### config.mk
export PLATFORM = sky130hd
export DESIGN_NAME = dmem_arbiter
export DESIGN_NICKNAME = d
export VERILOG_FILES = /design/src/rtl/dmem_pkg.sv /design/src/rtl/rr_arb2.sv /design/src/rtl/dmem_arbiter.sv
export SDC_FILE = /design/constraint.sdc
export NUM_CORES = 1
export LEC_CHECK = 0
export ABC_AREA = 1
export BUFFER_PORTS_ARGS = -buffer_cell sky130_fd_sc_hd__buf_2
export CORE_AREA = 2 2 120 122
export CTS_CLUSTER_SIZE = 40
export DETAILED_ROUTE_END_ITERATION = 10
export DIE_AREA = 0 0 122 124
export PLACE_DENSITY_LB_ADDON = 0.08
export SLEW_MARGIN = 5
export SYNTH_ARGS = -nofsm -noshare
export SYNTH_HDL_FRONTEND = slang
export SYNTH_HIERARCHICAL = 1
export SYNTH_SLANG_ARGS = --single-unit
### constraint.sdc
create_clock -name clk -period 1.9 [get_ports clk]
set_input_delay 0.095 -clock clk [delete_from_list [all_inputs] [get_ports clk]]
set_output_delay 0.095 -clock clk [all_outputs]
set_load 0.005 [all_outputs]
### src/rtl/dmem_pkg.sv
// Shared types for the data-memory arbiter: size encodings, FSM states,
// the latched request record and the access-legality check.
package dmem_pkg;

   localparam logic [2:0] CTRL_B  = 3'b000;
   localparam logic [2:0] CTRL_H  = 3'b001;
   localparam logic [2:0] CTRL_W  = 3'b010;
   localparam logic [2:0] CTRL_BU = 3'b100;
   localparam logic [2:0] CTRL_HU = 3'b101;

   typedef enum logic [1:0] {
      ST_IDLE,
      ST_ACCESS,
      ST_RESP
   } state_t;

   typedef struct packed {
      logic        we;
      logic [2:0]  ctrl;
      logic [31:0] addr;
      logic [31:0] wdata;
   } req_t;

   // Misaligned halves/words, unknown size codes and unsigned stores are illegal.
   function automatic logic access_err(input req_t r);
      logic err;
      case (r.ctrl)
         CTRL_B:  err = 1'b0;
         CTRL_H:  err = r.addr[0];
         CTRL_W:  err = |r.addr[1:0];
         CTRL_BU: err = r.we;
         CTRL_HU: err = r.we | r.addr[0];
         default: err = 1'b1;
      endcase
      return err;
   endfunction

endpackage

### src/rtl/rr_arb2.sv
// Two-way round-robin arbiter; index 0 is the CPU, index 1 the debug port.
module rr_arb2 (
   input  logic       clk,
   input  logic       rst,
   input  logic [1:0] req,
   input  logic       advance,
   output logic [1:0] grant
);

   logic last_dbg;

   always_comb begin
      grant = 2'b00;
      case (req)
         2'b01:   grant = 2'b01;
         2'b10:   grant = 2'b10;
         2'b11:   grant = last_dbg ? 2'b01 : 2'b10;
         default: grant = 2'b00;
      endcase
   end

   // Pointer starts at debug so the CPU wins the first tie after reset.
   always_ff @(posedge clk) begin
      if (rst) begin
         last_dbg <= 1'b1;
      end else if (advance) begin
         last_dbg <= grant[1];
      end
   end

endmodule

### src/rtl/dmem_arbiter.sv
// Shares one combinational data memory between the CPU and a debug/loader
// port; each access runs IDLE -> ACCESS -> RESP.
module dmem_arbiter
   import dmem_pkg::*;
#(
   parameter int ADDR_BITS = 8
) (
   input  logic        clk,
   input  logic        rst,
   input  logic        cpu_req_valid,
   input  logic        cpu_req_we,
   input  logic [2:0]  cpu_req_ctrl,
   input  logic [31:0] cpu_req_addr,
   input  logic [31:0] cpu_req_wdata,
   output logic        cpu_req_ready,
   output logic        cpu_rsp_valid,
   output logic        cpu_rsp_err,
   output logic [31:0] cpu_rsp_rdata,
   input  logic        dbg_req_valid,
   input  logic        dbg_req_we,
   input  logic [2:0]  dbg_req_ctrl,
   input  logic [31:0] dbg_req_addr,
   input  logic [31:0] dbg_req_wdata,
   output logic        dbg_req_ready,
   output logic        dbg_rsp_valid,
   output logic        dbg_rsp_err,
   output logic [31:0] dbg_rsp_rdata,
   output logic        DMWr,
   output logic [2:0]  DMCtrl,
   output logic [31:0] Address,
   output logic [31:0] DataWr,
   input  logic [31:0] DataRd
);

   localparam logic [31:0] ADDR_MASK = 32'((64'd1 << ADDR_BITS) - 64'd1);

   state_t     state;
   state_t     next_state;
   req_t       req_q;
   req_t       sel_req;
   logic       port_q;
   logic       err_q;
   logic       accept;
   logic [1:0] grant;

   rr_arb2 u_arb (
      .clk     (clk),
      .rst     (rst),
      .req     ({dbg_req_valid, cpu_req_valid}),
      .advance (accept),
      .grant   (grant)
   );

   always_comb begin
      accept  = (state == ST_IDLE) && (|grant);
      sel_req = grant[1] ? '{dbg_req_we, dbg_req_ctrl, dbg_req_addr, dbg_req_wdata}
                         : '{cpu_req_we, cpu_req_ctrl, cpu_req_addr, cpu_req_wdata};
   end

   always_ff @(posedge clk) begin
      if (rst) begin
         state <= ST_IDLE;
      end else begin
         state <= next_state;
      end
   end

   always_comb begin
      next_state = state;
      case (state)
         ST_IDLE:   next_state = accept ? ST_ACCESS : ST_IDLE;
         ST_ACCESS: next_state = ST_RESP;
         ST_RESP:   next_state = ST_IDLE;
         default:   next_state = ST_IDLE;
      endcase
   end

   // Memory bus idles at word size with everything else zero.
   always_comb begin
      cpu_req_ready = (state == ST_IDLE) && grant[0];
      dbg_req_ready = (state == ST_IDLE) && grant[1];
      cpu_rsp_valid = (state == ST_RESP) && !port_q && !rst;
      dbg_rsp_valid = (state == ST_RESP) && port_q && !rst;
      DMWr          = 1'b0;
      DMCtrl        = CTRL_W;
      Address       = '0;
      DataWr        = '0;
      if (state == ST_ACCESS) begin
         DMWr    = req_q.we & ~err_q & ~rst;
         DMCtrl  = req_q.ctrl;
         Address = req_q.addr & ADDR_MASK;
         DataWr  = req_q.wdata;
      end
   end

   // Response registers are per port so the idle port keeps its last result.
   always_ff @(posedge clk) begin
      if (rst) begin
         req_q         <= '0;
         port_q        <= 1'b0;
         err_q         <= 1'b0;
         cpu_rsp_rdata <= '0;
         cpu_rsp_err   <= 1'b0;
         dbg_rsp_rdata <= '0;
         dbg_rsp_err   <= 1'b0;
      end else begin
         if (accept) begin
            req_q  <= sel_req;
            port_q <= grant[1];
            err_q  <= access_err(sel_req);
         end
         if (state == ST_ACCESS) begin
            if (port_q) begin
               dbg_rsp_rdata <= (req_q.we || err_q) ? 32'h0 : DataRd;
               dbg_rsp_err   <= err_q;
            end else begin
               cpu_rsp_rdata <= (req_q.we || err_q) ? 32'h0 : DataRd;
               cpu_rsp_err   <= err_q;
            end
         end
      end
   end

endmodule

== Word-level counts from Yosys, hierarchy flattened ==
Cells that the tools add are included.

* Output and inout bits: 138
* Bits of input ports: 172
* Flip-flop bits (word level): 115

* Muxes and demuxes: 11
* Reductions and logical operators: 16
* Equality and inequality tests: 9
* Bitwise operators: 6

{| class="wikitable"
|+ Operator list
! cell !! count
|-
| $mux W68 || 1
|-
| $mux W32 || 2
|-
| $mux W8 || 1
|-
| $logic_and A1 B1 Y1 || 7
|-
| $eq A2 B2 Y1 const B || 3
|-
| $eq A3 B3 Y1 const B || 2
|-
| $pmux W2 S3 || 1
|-
| $pmux W1 S5 || 1
|-
| $eq A2 B1 Y1 const B || 2
|-
| $pmux W2 S2 || 1
|-
| $reduce_and A2 Y1 || 2
|-
| $reduce_or A2 Y1 || 2
|-
| $eq A3 B1 Y1 const B || 1
|-
| $eq A3 B2 Y1 const B || 1
|-
| $logic_not A3 Y1 || 1
|-
| $mux W3 || 1
|-
| $not A1 Y1 || 3
|-
| $and A1 B1 Y1 || 2
|-
| $logic_not A1 Y1 || 2
|-
| $logic_not A2 Y1 || 1
|-
| $mux W1 || 2
|-
| $mux W2 || 1
|-
| $logic_or A1 B1 Y1 || 1
|-
| $or A1 B1 Y1 || 1
|}

== Longest topological paths before layout ==
* Word-level depth: 6
* Gate-level depth with buffers: 12
* Depth with buffers taken out: 9

== By module ==
The synthesis kept the hierarchy.

{| class="wikitable"
|+ Modules (own cells, without submodules)
! module !! instances !! seq. area each (um2) !! area each (um2) !! cells each
|-
| dmem_arbiter || 1 || 2282.2 || 5655.4 || 801
|-
| rr_arb2 || 1 || 20.0 || 58.8 || 9
|}

== Least setup slack after synthesis ==
No wires, ideal clock.

* Path kind: reg-to-reg
* From: reg u_arb.last_dbg
* To: reg u_arb.last_dbg
* Setup slack: 0.461 ns
* Path buffers: 3
* Data arrival time: 1.322 ns
* Stages on the path, launching flop included: 12
* Period minus slack after synthesis: 1.439 ns
* Data required time: 1.783 ns
* Cells stage by stage: dfxtp_1 nand2_1 and2_1 buf_4 inv_4 nand2_1 nand2_1 buf_6 buf_6 inv_1 nand3_1 nand2_1

* Longest elaborated chain between the ends: 4

{| class="wikitable"
|+ Ends and longest elaborated chain
! item !! line !! source
|-
| start: declaration || rr_arb2.sv:10 || <nowiki>logic last_dbg;</nowiki>
|-
| start signal: assignment || rr_arb2.sv:27 || <nowiki>last_dbg <= grant[1];</nowiki>
|-
| $mux W2 || rr_arb2.sv:17 || <nowiki>2'b11: grant = last_dbg ? 2'b01 : 2'b10;</nowiki>
|-
| $pmux W2 S3 || rr_arb2.sv:14 || <nowiki>case (req)</nowiki>
|-
| named net grant[1] || dmem_arbiter.sv:44 || <nowiki>logic [1:0] grant;</nowiki>
|-
| $reduce_or A2 Y1 || dmem_arbiter.sv:55 || <nowiki>accept = (state == ST_IDLE) && (|grant);</nowiki>
|-
| $logic_and A1 B1 Y1 || dmem_arbiter.sv:55 ||
|-
| named net accept || dmem_arbiter.sv:43 || <nowiki>logic accept;</nowiki>
|}

The timed path passes the listed nets, and every way through them passes these cells.
A chain may end at the register's enable or synchronous reset.

== Worst setup path after layout ==
* From: in cpu_req_valid
* To: out dbg_req_ready

* Longest elaborated chain between the ends: 3
* Elaborated cells on any way between the ends: 5

{| class="wikitable"
|+ Ends and longest elaborated chain
! item !! line !! source
|-
| start: declaration || dmem_arbiter.sv:10 || <nowiki>input logic cpu_req_valid,</nowiki>
|-
| $eq A2 B2 Y1 or $eq A2 B1 Y1 (tied branches) || rr_arb2.sv:14 ||
|-
| $pmux W2 S3 (*) || rr_arb2.sv:14 ||
|-
| named net grant[1] || dmem_arbiter.sv:44 ||
|-
| $logic_and A1 B1 Y1 (*) || dmem_arbiter.sv:81 || <nowiki>dbg_req_ready = (state == ST_IDLE) && grant[1];</nowiki>
|-
| end: declaration || dmem_arbiter.sv:24 || <nowiki>output logic dbg_req_ready,</nowiki>
|}

The timed path passes the listed nets; every way through them passes the cells marked *.

==> flow_summary.yaml <==
run_status:
  status: "finished clean"
cells_and_area:
  multi_input_area_um2: 2640
  syn_to_final_growth_pct: 30.65
  drive_above_1_share: 0.3263
  fillers: 1454
  regArea_um2: 2303
  antenna_cells: 0
  finalNetCount: 1201
  final_area_um2: 7466
synthesis:
  synth_seq_cells: 115
  yosys_warnings: 6
  synth-seq-area-share: 0.4029
  yosys.cell_types.count: 20
  avgSynthCellArea_um2: 7.055
  synth_area_um2: 5714
  syn-instance-count: 810
worst_setup_path:
  r2r_end: "req_q[14]$_SDFFE_PP0P_"
  worstPathRequired_ns: 1.80
  r2r-start: "u_arb/last_dbg$_SDFFE_PP1P_"
  rrSetupSlack_ns: 0.26
  crit_path_end_kind: "output pin"
  r2r_cells: 8
  arrival_ns: 1.65
  crit_type: "primary input to output pin"
  crit_fanout: 14
  start_kind: "primary input"
hold_path:
  holdPathEnd: "cpu_rsp_rdata[3]$_SDFFE_PP0P_"
  whs_path_depth: 5
  min_from: "DataRd[3]"
  hold_class: "primary input to flop"
placed_design:
  place_area_um2: 6897
  place_ws_ns: 0.2497
  hpwlAfterDp_um: 10730
  io_buffers: 237
  gp_congestion: 0.8090
grt:
  grt_pass1_wl_um: 23970
  grt-ovfl-total: 0
  antenna_found_initial: 0
  grt_max_degree: 45
  grt_pass1_vias: 5063
  grt_usage: 0.1978
power_and_ir_drop:
  p_int_mw: 4.988
  vdd_drop_max_mv: 0.5477
  comb_power_share: 0.202
  power_density_nw_per_um2: 938.4
  swShare: 0.2881
  clkPwrFrac: 0.416
  power_switching_mw: 2.018
  seqPwrFrac: 0.382
  p_leak_nw: 3.743
  power_mw: 7.006
clocking:
  cts-htree-levels: 4
  cts_max_path_buffers: 2
  worst_skew_pair.late_latency_ns: 0.40
  cts_buffers: 17
  cts_tree: "done"
  cts_root_buffer: "clkbuf_16"
  clock_sinks: 115
  clk_pin_slew_ns: 0.05
floorplan:
  die_y_um: 124
  start_util: 0.4165
  die_area_um2: 15130
  io_pins: 310
  core_um2: 13720
  num_rows: 43
  die_x_um: 122
sta:
  setup_tns_ns: 0
  hold_viol: 0
  rsz0062_at_grt: "false"
  setup_ws_ns: 0.1510
  max_freq_mhz: 571.8
  maxSlewViolCount: 0
  worst_slew_pin_slew_ns: 0.5538
  finClkSkew_ns: 0.007682
  relSlewSlack: 0.6308
  fin_crit_sh: 0.9205
  min_period_ns: 1.749
  setup-violations-final: 0
run:
  maxCapViolations: 0
detailed_routing:
  drtIter0Drc: 253
  wire_per_inst_um: 12.64
  drc: 0
  vias: 5543
  wl_um: 15450
  drt_first_pass_iters: 4
  via_per_inst: 4.536
  antenna_left: 0
critical path, cell delays in order:
cell and delay, ns:
dlygate4sd3_1 0.55, buf_2 0.13, nand2_1 0.07, and2_1 0.23
inv_4 0.11, buf_4 0.19, nor2_1 0.15, buf_2 0.14
logic make-up after synthesis:
family | share of synthesized area
AO/OA/AOI/OAI | 0.1581
buffers and inverters | 0.1515
flip-flops | 0.4029
other | 0.0006563
AND/OR/NAND/NOR | 0.2868
power groups by stage:
stage / clock (mW) / combinational (mW) / sequential [mW]
2_1_floorplan: 0 / 1.05 / 2.72
3_3_place_gp: 0 / 1.41 / 2.73
3_5_place_dp: 0 / 1.42 / 2.73
4_1_cts: 2.97 / 1.43 / 2.68
5_1_grt: 3.09 / 1.60 / 2.70
6_report: 2.91 / 1.41 / 2.68
per-layer routing:
layer / vias to the layer above / wire length (µm) / global-route usage
li1: 2933 / - / -
met4: 0 / 242 / 0.06681
met5: - / 0 / 0
met3: 16 / 1018 / 0.05357
met1: 2421 / 7281 / 0.2596
met2: 173 / 6908 / 0.3149
flip-flops by register name (all words and copies together) (netlist names):
| signal | flops |
|---|---|
| port_q | 1 |
| u_arb/last_dbg | 1 |
| cpu_rsp_err | 1 |
| dbg_rsp_rdata | 32 |
| err_q | 1 |
| dbg_rsp_err | 1 |
| state | 2 |
| cpu_rsp_rdata | 32 |
| req_q | 44 |
repair_timing:
item	4_1_cts	5_1_grt
setup endpoints to repair	0	1
resized for setup	0	1
hold endpoints to repair	1	0
setup buffers	0	0
hold buffers	2	0
per-stage QoR:
step | hold slack, ns | cells | util
after global routing | 0.04473 | 1222 | 0.5442
after floorplan | 0.1834 | 833 | -
after global placement | 0.3614 | 1188 | 0.5027
after CTS | 0.01899 | 1222 | 0.5441
after detailed placement | 0.3653 | 1188 | 0.5027
final | 0.03154 | 1222 | 0.5442
worst max path at each step:
stage	startpoint	endpoint	slack, ns	cells past startpoint
after CTS	port_q$_SDFFE_PP0P_	dbg_rsp_valid	0.11	3
final	cpu_req_valid	dbg_req_ready	0.15	8
after global routing	state[0]$_SDFF_PP0_	DMWr	0.04	4
after global placement	u_arb/last_dbg$_SDFFE_PP1P_	req_q[7]$_SDFFE_PP0P_	0.28	8
after detailed placement	u_arb/last_dbg$_SDFFE_PP1P_	req_q[1]$_SDFFE_PP0P_	0.25	8
after floorplan	u_arb/last_dbg$_SDFFE_PP1P_	u_arb/last_dbg$_SDFFE_PP1P_	0.46	11
final cells by class:
type,count,share of cell area
Multi-Input combinational cell,547,0.3536
Timing Repair Buffer,260,0.1897
Clock inverter,10,0.01123
Inverter,88,0.04458
Clock buffer,22,0.06218
Sequential cell,115,0.3085
Tap cell,180,0.03017
layout by cell type (no fill, tap or decap), drive strengths merged:
master | Yosys | final
buf | 64 | 258
dfxtp | 115 | 115
clkbuf | 19 | 22
conb | 1 | 24
clkinv | 0 | 7
a21oi | 69 | 69
clkinvlp | 0 | 2
a21boi | 1 | 1
and2 | 1 | 1
bufinv | 0 | 1
nand3 | 69 | 69
inv | 88 | 88
nor4 | 3 | 3
nand2 | 210 | 210
nor2 | 126 | 126
dlygate4sd3 | 0 | 2
a211oi | 44 | 44
Yosys cell counts (all sizes together):
library cell	number	area share
a211oi	44	0.096
a21boi	1	0.0013
a21oi	69	0.060
and2	1	0.0011
buf	64	0.081
clkbuf	19	0.012
conb	1	0.00066
dfxtp	115	0.40
inv	88	0.058
nand2	210	0.14
nand3	69	0.060
nor2	126	0.083
nor4	3	0.0033
(Power assumes the default switching activity.)
